## src/rtl/sp_ram_arbiter.sv

```systemverilog
// Two-master req/gnt/rvalid arbiter in front of one single-port RAM; grant is combinational, rvalid one cycle after grant.
// One access per cycle; a losing master holds req (round-robin, or m0 priority with an m1 starvation guard).
module sp_ram_arbiter #(
    parameter int ADDR_WIDTH = 15,
    parameter int DATA_WIDTH = 32,
    parameter int MAX_WAIT   = 4
) (
    input  logic                    clk,
    input  logic                    rst_n,
    input  logic                    prio_mode_i,

    input  logic                    m0_req_i,
    output logic                    m0_gnt_o,
    input  logic [ADDR_WIDTH-1:0]   m0_addr_i,
    input  logic                    m0_we_i,
    input  logic [DATA_WIDTH/8-1:0] m0_be_i,
    input  logic [DATA_WIDTH-1:0]   m0_wdata_i,
    output logic                    m0_rvalid_o,
    output logic [DATA_WIDTH-1:0]   m0_rdata_o,

    input  logic                    m1_req_i,
    output logic                    m1_gnt_o,
    input  logic [ADDR_WIDTH-1:0]   m1_addr_i,
    input  logic                    m1_we_i,
    input  logic [DATA_WIDTH/8-1:0] m1_be_i,
    input  logic [DATA_WIDTH-1:0]   m1_wdata_i,
    output logic                    m1_rvalid_o,
    output logic [DATA_WIDTH-1:0]   m1_rdata_o,

    output logic                    ram_en_o,
    output logic [ADDR_WIDTH-1:0]   ram_addr_o,
    output logic [DATA_WIDTH-1:0]   ram_wdata_o,
    output logic                    ram_we_o,
    output logic [DATA_WIDTH/8-1:0] ram_be_o,
    input  logic [DATA_WIDTH-1:0]   ram_rdata_i
);

    localparam logic [3:0] LP_MAX_WAIT = 4'(MAX_WAIT);

    logic       r_last;
    logic [3:0] r_wait;
    logic [1:0] r_rv;

    logic       w_gnt0;
    logic       w_gnt1;
    logic       w_pick1;

    always_comb begin
        w_gnt0  = 1'b0;
        w_gnt1  = 1'b0;
        w_pick1 = 1'b0;
        if (rst_n) begin
            if (m0_req_i && m1_req_i) begin
                // Contention: the starvation guard only matters in fixed-priority mode
                w_pick1 = prio_mode_i ? (r_wait == LP_MAX_WAIT) : (r_last == 1'b0);
                w_gnt1  = w_pick1;
                w_gnt0  = !w_pick1;
            end else begin
                w_gnt0 = m0_req_i;
                w_gnt1 = m1_req_i;
            end
        end
    end

    assign m0_gnt_o = w_gnt0;
    assign m1_gnt_o = w_gnt1;
    assign ram_en_o = w_gnt0 | w_gnt1;

    always_comb begin
        ram_addr_o  = '0;
        ram_wdata_o = '0;
        ram_we_o    = 1'b0;
        ram_be_o    = '0;
        if (w_gnt0) begin
            ram_addr_o  = m0_addr_i;
            ram_wdata_o = m0_wdata_i;
            ram_we_o    = m0_we_i;
            ram_be_o    = m0_be_i;
        end else if (w_gnt1) begin
            ram_addr_o  = m1_addr_i;
            ram_wdata_o = m1_wdata_i;
            ram_we_o    = m1_we_i;
            ram_be_o    = m1_be_i;
        end
    end

    always_ff @(posedge clk) begin
        if (!rst_n) begin
            r_last <= 1'b1;
            r_wait <= 4'd0;
            r_rv   <= 2'b00;
        end else begin
            if (w_gnt0) begin
                r_last <= 1'b0;
            end else if (w_gnt1) begin
                r_last <= 1'b1;
            end
            if (m1_req_i && !w_gnt1) begin
                if (r_wait < LP_MAX_WAIT) begin
                    r_wait <= r_wait + 4'd1;
                end
            end else begin
                r_wait <= 4'd0;
            end
            r_rv <= {w_gnt1, w_gnt0};
        end
    end

    assign m0_rvalid_o = r_rv[0];
    assign m1_rvalid_o = r_rv[1];
    assign m0_rdata_o  = r_rv[0] ? ram_rdata_i : '0;
    assign m1_rdata_o  = r_rv[1] ? ram_rdata_i : '0;

endmodule

```

## config.mk

```make
export PLATFORM = sky130hd
export DESIGN_NAME = sp_ram_arbiter
export DESIGN_NICKNAME = d
export VERILOG_FILES = /design/src/rtl/sp_ram_arbiter.sv
export SDC_FILE = /design/constraint.sdc
export NUM_CORES = 1
export LEC_CHECK = 0
export BUFFER_PORTS_ARGS = -buffer_cell sky130_fd_sc_hd__buf_2
export CAP_MARGIN = 20
export CORE_AREA = 2 2 101 103
export DETAILED_ROUTE_END_ITERATION = 12
export DIE_AREA = 0 0 103 105
export GPL_TIMING_DRIVEN = 0
export PLACE_DENSITY = 0.57
export SLEW_MARGIN = 20
export SYNTH_ARGS = -nofsm -noshare
export SYNTH_HDL_FRONTEND = slang
export SYNTH_SLANG_ARGS = --single-unit
```

## constraint.sdc

```tcl
create_clock -name clk -period 1.7 [get_ports clk]
set_input_delay 0.17 -clock clk [delete_from_list [all_inputs] [get_ports clk]]
set_output_delay 0.17 -clock clk [all_outputs]
set_load 0.01 [all_outputs]
```

==> impl_metrics.toml <==
[status]
status = "complete, but fails checks"
violations = "negative setup slack"

[cts]
htree_levels = 1
clockBufferDepth = 2
cts.hold.buffers_added = 0
clockRootBuffer = "clkbuf_8"
insertion_delay_ps = 230
clock-sinks = 7
cts_tree = "yes"
cts.clk_slew.worst_paths_ps = 40
cts_inserted_buffers = 3

[routing]
ant_nets = 0
routedWlPerCell_um = 14.6
vias_per_cell = 4.24
dr.pass1.iters = 4
drc = 0
drt-initial-drc-count = 81
drt-total-wl_mm = 8.48
via_count = 2458

[power]
p_switching_uw = 406
p_int_uw = 721
ir_drop_mv = 0.153
p_seq_share_pct = 15.8
p_leak_nw = 1.89
power_density_nw_per_um2 = 358
finalPower_mw = 1.13
netSwitchingFraction_pct = 36.0
p_clk_share_pct = 20.8
p_comb_share_pct = 63.4

[timing]
holdWs_ps = 185
rsz0062_at_grt = "true"
slew_headroom_pct = 78.4
setup_slack_ps = -263
tightest_slew_ps = 324
fin_crit_sh_pct = 115
final_max_slew_viol_count = 0
finalCriticalPeriod_ps = 1960
setup_viol = 53
fmax_mhz = 509
clock_skew_ps = 2.69
finalHoldViolCount = 0
setup_tns_ps = -11650

[place]
dp_hpwl_mm = 7.36
placed_cells = 560
dp_slack_ps = -392
gp_congestion = 0.831
port_buffers = 261

[global_route]
grt_pass1_wl_mm = 11.8
grt_remaining_overflow = 0
grtUsageTotal_pct = 14.0
grt_max_degree = 11
grt_pass1_vias = 2386
antenna_found_initial = 0

[job]
cap_violations = 0

[setup_path]
worst_setup_path_start_kind = "flip-flop"
slowest_delay_ps = 320
path_buf_inv = 4
cp-end-kind = "primary output"
crit_chain = "inv_2 > ha_4 > and3b_4 > a311oi_4 > buf_6 > buf_8 > a22o_1 > buf_2"
cpMaxStageDelayCell = "dfxtp_2"
cp.arrival_ps = 1790
worstPathMaxFanout = 9
worstSetupPathType = "flip-flop to primary output"
path_delay_family = "buffers and inverters"
critical_path_required_ps = 1530

[cells_and_area]
num_antenna_cells = 0
fin_nets = 591
layout_common_cells = "buf_2, and2_1, a22o_1"
area_growth_pct = 143
mostFrequentLayoutCell = "buf_2"
drive_gt1_share_pct = 67.8
instances_no_fill = 580

[logic_synthesis]
synth.distinct_cells = 22
syn_inst = 166
syn_nets = 309
ys_ff_latch = 7
syn-mean-instance-area_um2 = 7.82
syn_area_um2 = 1300
ys_seq_area_share_pct = 10.8
synth_warnings = 0

[die]
ios = 262
initial_core_util_pct = 13.5
rows = 36
die_area_um2 = 10800
die_x_um = 103
die_height_um = 105
core_area_um2 = 9640

[hold_path]
hp-class = "input pin to flip-flop"
-- flip-flops by register name, summed over array words and instances, names as in the netlist --
register,count
r_wait,4
r_last,1
r_rv,2
-- kinds of logic (layout without fill, tap and decap cells) --
group                    count (synthesis)  after routing  synth area share [%]
multiplexers                             1              1                 0.771
AND/OR/NAND/NOR                         76             76                  36.1
XOR/XNOR                                 1              1                 0.675
AO/OA/AOI/OAI                           60             60                  41.2
flip-flops                               7              7                  10.8
buffers and inverters                   19            300                  8.58
adder cells (fa/ha/maj)                  2              2                  1.93
-- power by group through the flow --
stage	registers, mW	clock network, mW	logic (mW)
floorplan	0.180	0	0.275
global placement	0.181	0	0.625
detailed placement	0.182	0	0.633
CTS	0.179	0.244	0.714
global route	0.179	0.256	0.775
finish	0.178	0.234	0.715
-- worst paths after layout --
check	start	endpoint	cells after the start	slack [ps]
max	r_wait[1]$_SDFFE_PN0N_	ram_addr_o[2]	8	-260
max reg2reg	r_wait[1]$_SDFFE_PN0N_	r_last$_SDFFE_PN1P_	8	160
min reg2reg	r_wait[3]$_SDFFE_PN0N_	r_wait[3]$_SDFFE_PN0N_	2	500
min	rst_n	r_last$_SDFFE_PN1P_	2	180
-- worst reg2reg max path: cells and delay by family (launching register included) --
family                     cells  cell delay [ps]
AOI/OAI and AO/OA              2              290
adders and majority gates      1              150
buffers and inverters          4              470
DFF                            1              320
and+or+nand+nor                1              190
-- per-layer routing --
metal / routed length, um / global-route usage (%) / part of all wire [%]
met1: 3190 / 15.1 / 38
met2: 4510 / 28.6 / 53
met4: 84 / 2.63 / 0.99
met5: 0 / 0 / 0
met3: 698 / 1.07 / 8.2
-- through the flow --
step / cell area [um^2] / util (%)
final: 3150 / 32.7
after global routing: 3150 / 32.7
after CTS: 3110 / 32.3
after detailed placement: 2770 / 28.8
after global placement: 2770 / 28.8
after floorplan: 1300 / -
-- synth_stat cells --
master    number  share of area [%]
and2_1        64                 31
buf_6          5                4.3
xnor2_1        1               0.68
buf_2          2               0.77
nor2_1         2               0.58
a311oi_1       1               0.68
a22o_1        48                 32
clkbuf_1       9                2.6
a22o_2         4                3.1
o21a_1         2                1.2
nor3b_1        1               0.58
nand2_1        3               0.87
a311oi_4       1                2.0
nand4b_1       1               0.68
inv_1          3               0.87
dfxtp_1        7                 11
a21oi_1        3                1.2
mux2i_1        1               0.77
and3b_4        1               0.96
a21oi_2        1               0.68
nor3_1         4                1.5
ha_1           2                1.9
-- layout make-up --
cell class,count,area [um^2]
timing repair buffer,277,1550
sequential,7,143
fill,1047,6490
inverter,3,11.3
multi-input combinational,140,1100
buffer,16,134
clock buffer,4,45.0
tap,133,166
-- repair_timing --
item	CTS	global route
endpoints found under the setup margin	55	55
setup buffers	12	1
cloned	3	0
pin swaps	22	8
resized for setup	45	6
No activity file was read; power rests on OpenSTA's default activity.
